==> config.mk <==
export PLATFORM = sky130hd
export DESIGN_NAME = mul_div_unit
export DESIGN_NICKNAME = d
export VERILOG_FILES = /design/src/rtl/mul_div_pkg.sv /design/src/rtl/mul_div_datapath.sv /design/src/rtl/mul_div_unit.sv
export SDC_FILE = /design/constraint.sdc
export NUM_CORES = 1
export LEC_CHECK = 0
export CAP_MARGIN = 20
export CORE_MARGIN = 4
export CORE_UTILIZATION = 52
export DETAILED_ROUTE_END_ITERATION = 16
export PLACE_DENSITY_LB_ADDON = 0.12
export SYNTH_ARGS = -nofsm -noshare
export SYNTH_HDL_FRONTEND = slang
export SYNTH_SLANG_ARGS = --single-unit
==> constraint.sdc <==
create_clock -name clk -period 4.5 [get_ports clk]
set_clock_uncertainty 0.2 [all_clocks]
set_input_delay 0.675 -clock clk [delete_from_list [all_inputs] [get_ports clk]]
set_output_delay 0.675 -clock clk [all_outputs]
set_load 0.1 [all_outputs]
==> src/rtl/mul_div_pkg.sv <==
// mul_div_pkg
// Shared definitions for the iterative multiply/divide unit: default operand
// width, step-counter width, op_i encodings and the control FSM state encoding.
package mul_div_pkg;

  localparam int DATA_WIDTH_DEFAULT = 32;
  localparam int CNT_WIDTH          = 6;

  typedef enum logic [1:0] {
    OP_MUL   = 2'b00,
    OP_MULHU = 2'b01,
    OP_DIVU  = 2'b10,
    OP_REMU  = 2'b11
  } op_e;

  typedef enum logic [1:0] {
    ST_IDLE = 2'b00,
    ST_CALC = 2'b01,
    ST_DONE = 2'b10
  } state_e;

  // Division ops share the restoring datapath mode
  function automatic logic isDivOp(input op_e op);
    return (op == OP_DIVU) || (op == OP_REMU);
  endfunction

  // These ops return the upper register (product high half / remainder)
  function automatic logic isHighOp(input op_e op);
    return (op == OP_MULHU) || (op == OP_REMU);
  endfunction

endpackage

==> src/rtl/mul_div_datapath.sv <==
// mul_div_datapath
// Holds the hi (accumulator / partial remainder) and lo (multiplier /
// dividend-quotient) shift registers plus the latched second operand, and
// performs one shift-add (multiply) or shift-subtract (restoring divide)
// step per enabled cycle.
// Ports:
//   clk, reset      clock, asynchronous active-low reset
//   i_load          latch operands and mode, clear hi
//   i_step          perform one iteration step
//   i_isDiv         mode to latch with the operands (1 = divide)
//   i_operandA      multiplicand / dividend
//   i_operandB      multiplier / divisor
//   o_hiNext        value hi takes after the current step
//   o_loNext        value lo takes after the current step
module mul_div_datapath
  import mul_div_pkg::*;
#(
  parameter int DATA_WIDTH = DATA_WIDTH_DEFAULT
) (
  input  logic                  clk,
  input  logic                  reset,
  input  logic                  i_load,
  input  logic                  i_step,
  input  logic                  i_isDiv,
  input  logic [DATA_WIDTH-1:0] i_operandA,
  input  logic [DATA_WIDTH-1:0] i_operandB,
  output logic [DATA_WIDTH-1:0] o_hiNext,
  output logic [DATA_WIDTH-1:0] o_loNext
);

  logic [DATA_WIDTH-1:0] r_hi;
  logic [DATA_WIDTH-1:0] r_lo;
  logic [DATA_WIDTH-1:0] r_opB;
  logic                  r_isDiv;

  logic [DATA_WIDTH:0]   w_mulSum;
  logic [DATA_WIDTH:0]   w_shifted;
  logic                  w_fits;
  logic [DATA_WIDTH-1:0] w_diff;

  // One iteration. Multiply: add operand B when the lsb of lo is set, then
  // shift the whole {carry, hi, lo} right so the product fills hi:lo after
  // DATA_WIDTH steps. Divide: shift the next dividend bit into the partial
  // remainder and subtract the divisor when it fits; the quotient bit enters
  // lo from the right. A zero divisor always "fits", which naturally yields an
  // all-ones quotient and leaves the dividend in the remainder.
  always_comb begin
    w_mulSum  = {1'b0, r_hi} + (r_lo[0] ? {1'b0, r_opB} : '0);
    w_shifted = {r_hi, r_lo[DATA_WIDTH-1]};
    w_fits    = (w_shifted >= {1'b0, r_opB});
    w_diff    = w_shifted[DATA_WIDTH-1:0] - r_opB;
    if (r_isDiv) begin
      o_hiNext = w_fits ? w_diff : w_shifted[DATA_WIDTH-1:0];
      o_loNext = {r_lo[DATA_WIDTH-2:0], w_fits};
    end else begin
      o_hiNext = w_mulSum[DATA_WIDTH:1];
      o_loNext = {w_mulSum[0], r_lo[DATA_WIDTH-1:1]};
    end
  end

  // Operand/shift registers: load clears the accumulator, step advances it
  always_ff @(posedge clk or negedge reset) begin
    if (!reset) begin
      r_hi    <= '0;
      r_lo    <= '0;
      r_opB   <= '0;
      r_isDiv <= 1'b0;
    end else if (i_load) begin
      r_hi    <= '0;
      r_lo    <= i_operandA;
      r_opB   <= i_operandB;
      r_isDiv <= i_isDiv;
    end else if (i_step) begin
      r_hi    <= o_hiNext;
      r_lo    <= o_loNext;
    end
  end

endmodule

==> src/rtl/mul_div_unit.sv <==
// mul_div_unit
// Iterative unsigned multiply / divide unit (one bit per cycle) with pipeline
// stall and flush handshake.
// Ports:
//   clk, reset               clock, asynchronous active-low reset
//   start_i                  request a new operation (IDLE/DONE only)
//   op_i                     00 MUL, 01 MULHU, 10 DIVU, 11 REMU
//   operand_a_i, operand_b_i multiplicand/dividend, multiplier/divisor
//   flush_i                  abort the in-flight operation
//   busy_o                   high while calculating
//   done_o                   one-cycle completion pulse
//   result_o                 registered result, held until next completion
//   stall_o                  combinational pipeline stall request
module mul_div_unit
  import mul_div_pkg::*;
#(
  parameter int DATA_WIDTH = DATA_WIDTH_DEFAULT
) (
  input  logic                  clk,
  input  logic                  reset,
  input  logic                  start_i,
  input  logic [1:0]            op_i,
  input  logic [DATA_WIDTH-1:0] operand_a_i,
  input  logic [DATA_WIDTH-1:0] operand_b_i,
  input  logic                  flush_i,
  output logic                  busy_o,
  output logic                  done_o,
  output logic [DATA_WIDTH-1:0] result_o,
  output logic                  stall_o
);

  state_e                r_state;
  state_e                w_nextState;
  logic [CNT_WIDTH-1:0]  r_count;
  logic                  r_hiSelect;
  logic [DATA_WIDTH-1:0] r_result;

  op_e                   w_op;
  logic                  w_startAccept;
  logic                  w_lastStep;
  logic                  w_finish;
  logic [DATA_WIDTH-1:0] w_hiNext;
  logic [DATA_WIDTH-1:0] w_loNext;

  assign w_op          = op_e'(op_i);
  assign w_startAccept = ((r_state == ST_IDLE) || (r_state == ST_DONE)) && start_i && !flush_i;
  assign w_lastStep    = (r_count == CNT_WIDTH'(DATA_WIDTH - 1));
  // The last step's outcome is captured straight from the datapath's next
  // values, so the result lands on the same edge that enters DONE.
  assign w_finish      = (r_state == ST_CALC) && !flush_i && w_lastStep;

  mul_div_datapath #(
    .DATA_WIDTH (DATA_WIDTH)
  ) u_datapath (
    .clk        (clk),
    .reset      (reset),
    .i_load     (w_startAccept),
    .i_step     (r_state == ST_CALC),
    .i_isDiv    (isDivOp(w_op)),
    .i_operandA (operand_a_i),
    .i_operandB (operand_b_i),
    .o_hiNext   (w_hiNext),
    .o_loNext   (w_loNext)
  );

  // Next-state and status outputs; flush beats both start and completion
  always_comb begin
    w_nextState = r_state;
    busy_o      = (r_state == ST_CALC);
    done_o      = (r_state == ST_DONE);
    // Gated by reset so an asserted start_i cannot raise stall while held in reset
    stall_o     = reset && (w_startAccept || (r_state == ST_CALC));
    case (r_state)
      ST_IDLE: if (w_startAccept) w_nextState = ST_CALC;
      ST_CALC: begin
        if (flush_i)         w_nextState = ST_IDLE;
        else if (w_lastStep) w_nextState = ST_DONE;
      end
      ST_DONE: w_nextState = w_startAccept ? ST_CALC : ST_IDLE;
      default: w_nextState = ST_IDLE;
    endcase
  end

  // State, step counter, result-half select and result register
  always_ff @(posedge clk or negedge reset) begin
    if (!reset) begin
      r_state    <= ST_IDLE;
      r_count    <= '0;
      r_hiSelect <= 1'b0;
      r_result   <= '0;
    end else begin
      r_state <= w_nextState;
      if (w_startAccept) begin
        r_count    <= '0;
        r_hiSelect <= isHighOp(w_op);
      end else if (r_state == ST_CALC) begin
        r_count <= r_count + 1'b1;
      end
      if (w_finish) begin
        r_result <= r_hiSelect ? w_hiNext : w_loNext;
      end
    end
  end

  assign result_o = r_result;

endmodule

==> flow_summary.ini <==
[outcome]
status = finished clean

[sta]
timing.hold.ws_ns = 0.308
fin_crit_sh_pct = 90.6
hold_viol_final = 0
rsz0062_at_grt = false
max_freq_mhz = 245
tns_ns = 0
tightest_slew_ns = 0.995
slew_headroom_pct = 33.4
post-route-min-period_ns = 4.08
drv_slew = 0
setup_violations = 0

[yosys]
synth_top_area_share_pct = 33.3
yosys_warnings = 0
synth_ff_type = dfrtp_1
synth-seq-area-share_pct = 33.3
synth_edf_count = 0
synth_area_um2 = 10400
synth_area_leaders = dfrtp_1 (33%), ha_1 (7.8%), mux2i_1 (5.2%), a21oi_1 (4.8%), o21ai_0 (4.8%)
synth_area_leader_cell = dfrtp_1
ys_types = 71
synth-async-reset-ratio_pct = 100
syn_area_per_cell_um2 = 8.43
syn_nets = 1368
ys_ff_latch = 138
synth_cells = 1231

[layout]
final_common_cell = dfrtp_1
antenna-diode-count = 0
nFillCells = 1768
finalNetCount = 1424
layout_common_cells = dfrtp_1 (136), nand2_1 (110), clkdlybuf4s50_1 (101), o21ai_0 (99), a21oi_1 (99)
layout-drive-gt1-share_pct = 6.23
area_growth_pct = 17.5

[cts]
cts_buffer_depth = 2
clk-insertion-delay-late_ns = 0.44
cts_sinks = 138
cts_buffers = 17
cts_tree = done
root_buffer = clkbuf_16
clkTransAtPathRegs_ns = 0.07
cts_max_level = 4

[placed_design]
gp_congestion = 0.979
place_hpwl_um = 22700
port_buffers = 104

[worst_setup_path]
startpoint_type = flop
setup.worst_path.class = reg2reg
critPathCaptureType = flop
crit_required_ns = 4.63
crit_fanout = 20
cp.arrival_ns = 4.21

[flow_run]
max-cap-violations = 0

[global_routing]
grt_max_degree = 91
busiest_layer = met2
grt_pass1_vias = 9471
use_met1_pct = 36.9
use_met3_pct = 4.83
track_usage_pct = 28.5
overflow = 0
antenna_found_initial = 0
grt_pass1_wl_um = 50200
use_met2_pct = 47.9

[power]
vdd_drop_max_v = 0.000304
leakage_nw = 5.55
power_density_nw_per_um2 = 674

[route]
via_count = 9593
drt_iter0_drc = 767
vias_per_cell = 6.13
wire_per_inst_um = 20.1
ant_nets = 0
wl_um = 31500
dr.pass1.iters = 6
drc = 0

[floorplan]
row_count = 51
fp.dieW_um = 149
die_h_um = 149
dieArea_um2 = 22300
design.core.area_um2 = 19500
pin_count = 105
start_util_pct = 53.1

[min_path]
holdCritPathClass = reg2reg
worst paths after layout:
path	startpoint	endpoint	slack (ns)	cells after the start
worst max-delay path	u_datapath.r_lo[0]$_DFFE_PN0N_	result_o[29]$_DFFE_PN0P_	0.42	14
worst min-delay path	result_o[4]$_DFFE_PN0P_	result_o[4]$_DFFE_PN0P_	0.31	2
worst max register to register	u_datapath.r_lo[0]$_DFFE_PN0N_	result_o[29]$_DFFE_PN0P_	0.42	14
worst min register to register	result_o[4]$_DFFE_PN0P_	result_o[4]$_DFFE_PN0P_	0.31	2
max in group asynchronous	reset	u_datapath.r_lo[0]$_DFFE_PN0N_	2.54	3
min in group asynchronous	reset	result_o[22]$_DFFE_PN0P_	0.54	2
power breakdown:
part	switching [mW]	internal, mW	total [mW]
registers	0.407	1.55	1.96
logic	2.86	1.90	4.76
clock network	0.655	0.850	1.51
layout make-up:
class | count | area (um^2) | area share, %
Multi-Input combinational cell | 964 | 6420 | 52.7
Sequential cell | 138 | 3460 | 28.4
Timing Repair Buffer | 121 | 1180 | 9.68
Clock buffer | 17 | 425 | 3.49
Tap cell | 265 | 332 | 2.72
Clock inverter | 15 | 204 | 1.67
Inverter | 45 | 169 | 1.39
metrics by stage:
step	util [%]	std cells	power [mW]	area (um^2)	setup slack [ns]
final	62.4	1565	8.22	12200	0.421
after global routing	62.4	1565	8.77	12200	0.195
after CTS	62.4	1565	8.18	12200	0.306
after detailed placement	59.2	1532	6.63	11600	0.347
after global placement	59.2	1532	6.60	11600	0.402
after floorplan	-	1231	5.35	10400	0.815
registers in the layout (all words and copies together), names as in the netlist:
register and cells:
result_o 32, u_datapath.r_lo 32, u_datapath.r_isDiv 1, r_count 6
r_state 2, u_datapath.r_opB 32, r_hiSelect 1, u_datapath.r_hi 32
cells by family (layout without fill, tap and decap cells):
logic type / after synthesis / count (layout) / synth area share (%)
xor gates and xnor gates: 59 / 59 / 4.98
AOI/OAI and AO/OA: 396 / 396 / 25.1
and+or+nand+nor: 379 / 379 / 17.1
DFF: 138 / 138 / 33.3
adders and majority gates: 67 / 67 / 8.22
muxes: 63 / 63 / 6.30
buffers and inverters: 129 / 198 / 4.97
synth_stat cells (21+ instances only):
library cell  number
dfrtp_1          138
nand2_1          111
a21oi_1           99
o21ai_0           99
nor2_1            94
ha_1              65
clkbuf_1          58
mux2i_1           54
nand3_1           48
inv_1             45
a21o_1            40
xnor2_1           38
and2_1            36
a221o_1           32
nor3_1            30
o21ai_1           23
xor2_1            21
per-layer routing:
metal	vias up	part of all wire (%)	wire, um
met1	4607	42	13200
met3	67	5.5	1720
li1	4579	-	-
met2	340	49	15400
met5	-	0	0
met4	0	3.6	1130
worst max-delay path, cell delays in order, from the launching register on:
cell and delay [ns]:
dfrtp_2 0.63, and2_1 0.19, ha_1 0.22, inv_1 0.07, fa_1 0.39, nand2b_1 0.19, a21oi_1 0.25, o22ai_1 0.17
nor2_1 0.22, o31ai_2 0.15, o31ai_1 0.50, a221oi_1 0.20, xnor2_1 0.25, a211oi_1 0.11, a311oi_1 0.24
timing repair:
item	in CTS	in global routing
hold buffers	1	0
buffers inserted	0	0
endpoints found under the hold margin	1	0
endpoints found under the setup margin	0	3
resized for setup	0	1
Power figures use the tool's default switching activity.
